==> config.mk <==
export PLATFORM = sky130hd
export DESIGN_NAME = uart_tx_message_sender_flat
export DESIGN_NICKNAME = d
export VERILOG_FILES = /design/src/rtl/uart_tx_message_sender_if.sv /design/src/rtl/uart_tx_message_sender.sv /design/src/flat_wrapper.sv
export SDC_FILE = /design/constraint.sdc
export NUM_CORES = 1
export LEC_CHECK = 0
export CAP_MARGIN = 0
export CORE_MARGIN = 5
export CORE_UTILIZATION = 44
export DETAILED_ROUTE_END_ITERATION = 6
export MAX_ROUTING_LAYER = met4
export SLEW_MARGIN = 20
export SYNTH_ARGS = -nofsm -noshare
export SYNTH_HDL_FRONTEND = slang
export SYNTH_SLANG_ARGS = --single-unit
==> constraint.sdc <==
create_clock -name i_clk -period 6.8 [get_ports i_clk]
set_input_delay 0.68 -clock i_clk [delete_from_list [all_inputs] [get_ports i_clk]]
set_output_delay 0.68 -clock i_clk [all_outputs]
set_load 0.05 [all_outputs]
==> src/rtl/uart_tx_message_sender_if.sv <==
// Message-sender bus: byte writes and send request in, serial line and status out.
// The master side loads and launches messages; the slave side is the sender itself.
interface uart_tx_message_sender_if;
  logic       i_wr_en;
  logic [7:0] i_wr_data;
  logic       i_send;
  logic       o_tx;
  logic       o_busy;
  logic       o_done;
  logic [2:0] o_count;
  logic       o_full;

  modport master (
    output i_wr_en, i_wr_data, i_send,
    input  o_tx, o_busy, o_done, o_count, o_full
  );

  modport slave (
    input  i_wr_en, i_wr_data, i_send,
    output o_tx, o_busy, o_done, o_count, o_full
  );
endinterface

==> src/rtl/uart_tx_message_sender.sv <==
// Buffers up to MSG_LEN bytes, then sends them back-to-back as 8N1 UART frames
// (LSB first, idle high) and pulses o_done once the last stop bit has been sent.
module uart_tx_message_sender #(
  parameter int CLKS_PER_BIT = 434,
  parameter int MSG_LEN      = 6
) (
  input  logic                      i_clk,
  input  logic                      i_rst,
  uart_tx_message_sender_if.slave   bus
);

  typedef enum logic [1:0] {IDLE, START, DATA, STOP} state_t;

  localparam int                BAUD_W    = (CLKS_PER_BIT > 1) ? $clog2(CLKS_PER_BIT) : 1;
  localparam logic [BAUD_W-1:0] BAUD_LAST = BAUD_W'(CLKS_PER_BIT - 1);
  localparam logic [2:0]        MSG_LEN_C = 3'(MSG_LEN);

  state_t            state;
  logic [BAUD_W-1:0] baud_cnt;
  logic [2:0]        bit_idx;
  logic [2:0]        byte_idx;
  logic [2:0]        count;
  logic              tx;
  logic              busy;
  logic              done;
  logic              full;
  logic              wr_fire;
  logic [7:0]        msg_mem [MSG_LEN];

  assign full    = (count == MSG_LEN_C);
  // A send request in the same cycle wins over a write.
  assign wr_fire = !i_rst && (state == IDLE) && !bus.i_send && bus.i_wr_en && !full;

  // NOTE: the message buffer has no reset; clearing count is enough to discard
  // its contents, and leaving it unreset lets it map onto plain storage.
  always_ff @(posedge i_clk) begin
    if (wr_fire) msg_mem[count] <= bus.i_wr_data;
  end

  // NOTE: all state updates use non-blocking assignments so every branch reads
  // the pre-edge values, which keeps the tx level aligned with the state change.
  always_ff @(posedge i_clk) begin
    if (i_rst) begin
      state    <= IDLE;
      baud_cnt <= '0;
      bit_idx  <= '0;
      byte_idx <= '0;
      count    <= '0;
      tx       <= 1'b1;
      busy     <= 1'b0;
      done     <= 1'b0;
    end else begin
      done <= 1'b0;
      case (state)
        IDLE: begin
          tx   <= 1'b1;
          busy <= 1'b0;
          if (bus.i_send) begin
            if (count != 3'd0) begin
              state    <= START;
              tx       <= 1'b0;
              busy     <= 1'b1;
              baud_cnt <= '0;
              bit_idx  <= '0;
              byte_idx <= '0;
            end else begin
              done <= 1'b1;
            end
          end else if (wr_fire) begin
            count <= count + 3'd1;
          end
        end
        START: begin
          if (baud_cnt == BAUD_LAST) begin
            baud_cnt <= '0;
            bit_idx  <= '0;
            state    <= DATA;
            tx       <= msg_mem[byte_idx][0];
          end else begin
            baud_cnt <= baud_cnt + 1'b1;
          end
        end
        DATA: begin
          if (baud_cnt == BAUD_LAST) begin
            baud_cnt <= '0;
            if (bit_idx == 3'd7) begin
              state <= STOP;
              tx    <= 1'b1;
            end else begin
              bit_idx <= bit_idx + 3'd1;
              tx      <= msg_mem[byte_idx][bit_idx + 3'd1];
            end
          end else begin
            baud_cnt <= baud_cnt + 1'b1;
          end
        end
        STOP: begin
          if (baud_cnt == BAUD_LAST) begin
            baud_cnt <= '0;
            if (byte_idx == count - 3'd1) begin
              state <= IDLE;
              busy  <= 1'b0;
              done  <= 1'b1;
              count <= '0;
              tx    <= 1'b1;
            end else begin
              // Next start bit follows the stop bit with no idle gap.
              byte_idx <= byte_idx + 3'd1;
              state    <= START;
              tx       <= 1'b0;
            end
          end else begin
            baud_cnt <= baud_cnt + 1'b1;
          end
        end
        default: state <= IDLE;
      endcase
    end
  end

  assign bus.o_tx    = tx;
  assign bus.o_busy  = busy;
  assign bus.o_done  = done;
  assign bus.o_count = count;
  assign bus.o_full  = full;

endmodule

==> src/flat_wrapper.sv <==
// flat-port wrapper written by rule: the top's interface ports become plain ports
module uart_tx_message_sender_flat 
#(
  parameter int CLKS_PER_BIT = 434,
  parameter int MSG_LEN      = 6
)
  (i_clk, i_rst, bus_i_wr_en, bus_i_wr_data, bus_i_send, bus_o_tx, bus_o_busy, bus_o_done, bus_o_count, bus_o_full);
  uart_tx_message_sender_if bus_i ();
  input  logic i_clk;
  input  logic i_rst;
  input wire logic [$bits(bus_i.i_wr_en)-1:0] bus_i_wr_en;
  input wire logic [$bits(bus_i.i_wr_data)-1:0] bus_i_wr_data;
  input wire logic [$bits(bus_i.i_send)-1:0] bus_i_send;
  output wire logic [$bits(bus_i.o_tx)-1:0] bus_o_tx;
  output wire logic [$bits(bus_i.o_busy)-1:0] bus_o_busy;
  output wire logic [$bits(bus_i.o_done)-1:0] bus_o_done;
  output wire logic [$bits(bus_i.o_count)-1:0] bus_o_count;
  output wire logic [$bits(bus_i.o_full)-1:0] bus_o_full;
  assign bus_i.i_wr_en = bus_i_wr_en;
  assign bus_i.i_wr_data = bus_i_wr_data;
  assign bus_i.i_send = bus_i_send;
  assign bus_o_tx = bus_i.o_tx;
  assign bus_o_busy = bus_i.o_busy;
  assign bus_o_done = bus_i.o_done;
  assign bus_o_count = bus_i.o_count;
  assign bus_o_full = bus_i.o_full;
  uart_tx_message_sender #(.CLKS_PER_BIT(CLKS_PER_BIT), .MSG_LEN(MSG_LEN)) u_core (.i_clk(i_clk), .i_rst(i_rst), .bus(bus_i));
endmodule
==> metrics.yaml, run 1 <==
max_cap_violations: 0
gp_congestion: 0.810
htreeDepth: 3
grtUsageTotal: 0.161
clkTransAtPathRegs_ns: 0.07
layout_common_cells: "edfxtp_1 (48), dfxtp_1 (26), nor2_1 (24)"
clock-sinks: 74
leakagePower_nw: 1.27
syn_area_per_cell_um2: 12.5
die_w_um: 97.9
port_buffers: 18
numPlacedInstances: 381
reg2reg_slack_ns: 3.81
critPathRequiredTime_ns: 6.76
ys_ff_latch: 74
min_to: "u_core.bit_idx[1]"
end_kind: "flop"
drtPass1Iterations: 4
ctsResizeCount: 0
cts_buffers: 9
met2_usage: 0.230
antenna_found_initial: 0
cts_tree: "yes"
clock_latency_ns: 0.34
antenna_left: 0
fmax_mhz: 288
netlist_area_um2: 3400
powerDensity_nw_per_um2: 305
synth.net_count: 298
setup_viol: 0
core_um2: 7650
wl_per_cell_um: 17.9
drv_slew: 0
post-route-period-util: 0.510
r2r_start: "u_core.bus.o_count[0]"
vdd_ir_drop_max_mv: 0.145
hpwlAfterDp_mm: 5.13
cts_root_buf: "clkbuf_8"
nets: 316
post-cts-setup-buffers: 0
drt_iter0_drc: 136
outcome: "complete, no violations"
whs_path_depth: 2
r2r-end: "u_core.msg_mem[1][4]"
postCtsHoldBufs: 0
hp-class: "reg -> reg"
wirelength_mm: 7.10
grt_pass1_vias: 2143
die_area_um2: 9590
io-pin-count: 19
met1_usage: 0.219
num_vias: 2190
synth_edf_count: 48
viasPerCell: 5.53
layout_min_cycle_time_ns: 3.47
grt_pass1_wl_mm: 11.6
hold_start: "u_core.bit_idx[1]"
clock_path_buffers: 2
ys_types: 49
critPathLaunchType: "primary input"
use_met3: 0.0450
busiest_layer: "met2"
utilization: 0.500
drive_above_1_share: 0.119
crit_type: "in -> reg"
tightest_slew_ns: 1.03
rsz0062_at_grt: "false"
syn_to_final_growth_pct: 12.4
final_common_cell: "edfxtp_1"
synthFlopType: "edfxtp_1"
insertedDiodeCount: 0
async_flop_share: 0
yosysSeqAreaShare: 0.576
skew_ns: 0.0116
hold_viol_final: 0
route.detailed.drc: 0
start_util: 0.445
rr_worst_depth: 6
fin_tns_setup_ns: 0
synth-warning-count: 0
grt_max_degree: 24
num_rows: 32
fin_cells: 396
arrival_ns: 3.43
synthCells: 272
maxSlewHeadroom: 0.306
overflow: 0
die_h_um: 97.9
cp_max_fo: 23
## worst max-delay path, stage by stage
cell and delay, ns:
clkdlybuf4s50_1 0.86, or4_1 0.76, or2_2 0.33, nor3_1 0.80
## flip-flops by register name, summed over array words and instances (netlist names), named ones only
signal,cells
u_core.baud_cnt,9
u_core.bus.o_busy,1
u_core.bit_idx,3
u_core.msg_mem,48
u_core.bus.o_count,3
u_core.bus.o_tx,1
u_core.state,2
u_core.byte_idx,3
u_core.bus.o_done,1
## routing by layer
metal  part of all wire  routed length, µm
met3              0.041                290
met4              0.023                161
met2               0.45               3200
met5                  0                  0
met1               0.49               3440
## per-stage QoR
| step | hold slack [ns] | worst slack [ns] | total power [W] | instance area, µm² |
|---|---|---|---|---|
| 6_report | 0.486 | 3.33 | 0.00117 | 3830 |
| 5_1_grt | 0.498 | 3.15 | 0.00123 | 3830 |
| 4_1_cts | 0.487 | 3.32 | 0.00117 | 3820 |
| 3_5_place_dp | 0.479 | 2.96 | 0.000887 | 3660 |
| 3_3_place_gp | 0.467 | 2.99 | 0.000883 | 3660 |
| 2_1_floorplan | 0.442 | 3.52 | 0.000795 | 3400 |
## synth_stat cells (3+ instances only)
master     n  share of area
edfxtp_1  48           0.42
dfxtp_1   26           0.15
nor2_1    24          0.026
a21oi_1   17          0.025
ha_1      14          0.051
nand2_1   14          0.015
mux2_2    11          0.036
mux2i_1    9          0.026
clkbuf_1   8         0.0088
inv_1      8         0.0088
nand3_1    7          0.010
o21ai_0    7          0.010
mux4_2     6          0.040
nor3_1     6         0.0088
nor2b_1    5         0.0092
a21o_1     4         0.0088
nand2b_1   4         0.0074
nand3b_1   4         0.0088
a31oi_1    3         0.0055
a41oi_1    3         0.0077
and2_1     3         0.0055
or3_1      3         0.0055
## logic make-up after synthesis
logic type,count (synthesis),synth area share
fa+ha+maj,14,0.0515
mux,26,0.103
buf+inv,19,0.0232
xor+xnor,4,0.0147
compound gates,54,0.109
flops,74,0.576
simple gates,81,0.123
## layout make-up
cell class	count	area (µm²)
multi-input cells	179	1370
inverters	8	30.0
well taps	102	128
repair buffers	18	180
fillers	679	3820
clock buffers	10	128
clock inverters	5	31.3
flip-flops and latches	74	1960
## report_power, final
group          internal, W  switching, W
Sequential        0.000506     0.0000343
Combinational     0.000136      0.000202
Clock             0.000130      0.000157
## worst max path at each step
stage,startpoint,slack [ns],end,depth (start not counted)
final,i_rst,3.33,u_core.msg_mem[1][4],4
after global routing,i_rst,3.15,u_core.msg_mem[1][4],4
after CTS,i_rst,3.32,u_core.msg_mem[1][0],4
after detailed placement,i_rst,2.96,u_core.msg_mem[1][0],4
after global placement,i_rst,2.99,u_core.msg_mem[1][0],4
after floorplan,u_core.bus.o_count[0],3.52,u_core.msg_mem[1][0],6
(Power assumes the default switching activity.)
==> inputs of run 2 (changes only) <==
- clock period: 6.8 -> 3.1 ns (I/O delays scaled with it)
==> run 2 against run 1 <==
Against the previous run: via count grew 0.96%; highest routed layer unchanged; largest cell class unchanged; critical endpoint is now u_core.bus.o_count[2]; largest power group unchanged; clock power increased to 2.8 times the previous value; worst setup slack got worse by 2.9 ns.
==> metrics.yaml, run 2 (synthesis results as in run 1) <==
postCtsHoldBufs: 0  # unchanged
layout_min_cycle_time_ns: 2.67
drtPass1Iterations: 4  # unchanged
post-route-period-util: 0.861
netSwitchingFraction: 0.315  # was 0.337
post-cts-setup-buffers: 0  # unchanged
top_register: "u_core.msg_mem"  # unchanged
num_vias: 2211  # was 2190
final_common_cell: "edfxtp_1"  # unchanged
hpwlAfterDp_mm: 4.72  # was 5.13 mm
nets: 325  # was 316
max_cap_violations: 0  # unchanged
antenna_left: 0  # unchanged
largest_reg_flops: 48  # unchanged
wl_per_cell_um: 17.0  # was 17.9 µm
die_w_um: 97.9  # unchanged
leakagePower_nw: 1.34  # was 1.27 nW
critPathLaunchType: "flop"  # was primary input
outcome: "complete, no violations"  # unchanged
p_comb_frac: 0.275  # was 0.290
num_rows: 32  # unchanged
powerDensity_nw_per_um2: 693  # was 305 nW/µm²
grt_max_degree: 23  # was 24
fillers: 670  # was 679
multi_input_area_um2: 1370  # about the same
core_um2: 7650  # unchanged
die_area_um2: 9590  # unchanged
wirelength_mm: 6.92  # was 7.10 mm
htreeDepth: 3  # unchanged
final_area_um2: 3950  # was 3830 µm²
clkTransAtPathRegs_ns: 0.09  # was 0.07 ns
cts_tree: "yes"  # unchanged
fin_ws_ns: 0.431  # was 3.33 ns
ctsResizeCount: 0  # unchanged
antenna_found_initial: 0  # unchanged
cts_buffers: 9  # unchanged
drive_above_1_share: 0.151  # was 0.119
fmax_mhz: 375
cts_root_buf: "clkbuf_8"  # unchanged
rsz0062_at_grt: "false"  # unchanged
grt_pass1_vias: 2245  # was 2143
crit_type: "reg -> reg"  # was in -> reg
setup_viol: 0  # unchanged
cp_max_fo: 8  # was 23
p_int_w: 0.00187  # was 0.000772 W
clock_latency_ns: 0.35  # was 0.34 ns
end_kind: "flop"  # unchanged
port_buffers: 18  # unchanged
clock_path_buffers: 2  # unchanged
fin_tns_setup_ns: 0  # unchanged
drt_iter0_drc: 105  # was 136
power_switching_w: 0.000863  # was 0.000393 W
grtUsageTotal: 0.158  # was 0.161
insertedDiodeCount: 0  # unchanged
die_h_um: 97.9  # unchanged
hp-class: "reg -> reg"  # unchanged
gp_congestion: 0.796  # was 0.810
critPathRequiredTime_ns: 3.39  # was 6.76 ns
p_seq_frac: 0.433  # was 0.463
dp_slack_ns: 0.449  # was 2.96 ns
drv_slew: 0  # unchanged
layout_common_cells: "edfxtp_1 (48), dfxtp_1 (25), nor2_1 (24)"  # was edfxtp_1 (48), dfxtp_1 (26), nor2_1 (24)
route.detailed.drc: 0  # unchanged
clkPwrFrac: 0.292  # was 0.247
hold_viol_final: 0  # unchanged
arrival_ns: 2.96  # was 3.43 ns
viasPerCell: 5.45  # was 5.53
clock-sinks: 74  # unchanged
skew_ns: 0.0156  # was 0.0116 ns
top_regs: "u_core.msg_mem: 48 flops, u_core.baud_cnt: 9 flops"  # unchanged
overflow: 0  # unchanged
dpl_cell_area_um2: 3740  # was 3660 µm²
total_power_w: 0.00274  # was 0.00117 W
maxSlewHeadroom: 0.530  # was 0.306
io-pin-count: 19  # unchanged
tightest_slew_ns: 0.705  # was 1.03 ns
grt_pass1_wl_mm: 11.4  # was 11.6 mm
syn_to_final_growth_pct: 16.1  # was 12.4%
seq_area_um2: 1960  # about the same
start_util: 0.445  # unchanged
vdd_ir_drop_max_mv: 0.348  # was 0.145 mV
run 2: worst paths after layout:
path / depth (start not counted) / end / start / slack, ns
worst max register to register: 7 / u_core.bus.o_count[2] / u_core.bus.o_count[1] / 0.43
worst min register to register: 2 / u_core.bit_idx[1] / u_core.bit_idx[1] / 0.48
worst min-delay path: 2 / u_core.bit_idx[1] / u_core.bit_idx[1] / 0.48
worst max-delay path: 7 / u_core.bus.o_count[2] / u_core.bus.o_count[1] / 0.43
run 2: final cells by class:
cell class / count / share of cell area
clock inverter: 5 / 0.0199
tap: 102 / 0.0323
inverter: 8 / 0.00760
sequential: 74 / 0.497
multi-input combinational: 179 / 0.347
clock buffer: 11 / 0.0332
timing repair buffer: 27 / 0.0627
run 2: power groups by stage:
stage | registers [W] | clock network (W) | logic, W
final | 0.00118 | 0.000799 | 0.000754
after global routing | 0.00120 | 0.000865 | 0.000825
after CTS | 0.00119 | 0.000819 | 0.000754
after detailed placement | 0.00121 | 0 | 0.000747
after global placement | 0.00121 | 0 | 0.000741
after floorplan | 0.00124 | 0 | 0.000508
run 2: per-stage QoR:
stage                     hold WS [ns]   util  instances
final                            0.477  0.517        406
after global routing             0.495  0.517        406
after CTS                        0.480  0.517        406
after detailed placement         0.468  0.489        390
after global placement           0.463  0.489        390
after floorplan                  0.409      -        272
run 2: critical path: stages (launching register included):
cell,delay [ns]
dfxtp_1,0.51
inv_1,0.15
ha_1,0.33
xnor2_1,0.16
o31a_1,0.35
a2111o_1,0.45
or4b_1,0.52
a21oi_1,0.15
run 2: layer usage:
metal / wire length [µm] / vias up / GRT usage / part of all wire
met5: 0 / - / - / 0
met4: 125 / 0 / 0.0703 / 0.018
met1: 3130 / 1084 / 0.190 / 0.45
li1: - / 1080 / - / -
met3: 179 / 11 / 0.0364 / 0.026
met2: 3480 / 36 / 0.253 / 0.50
==> inputs of run 3 (changes only) <==
- ABC_CLOCK_PERIOD_IN_PS: unset -> 3100
==> results of run 3 <==
Final layout, timing and power as in run 2 (identical DEF).
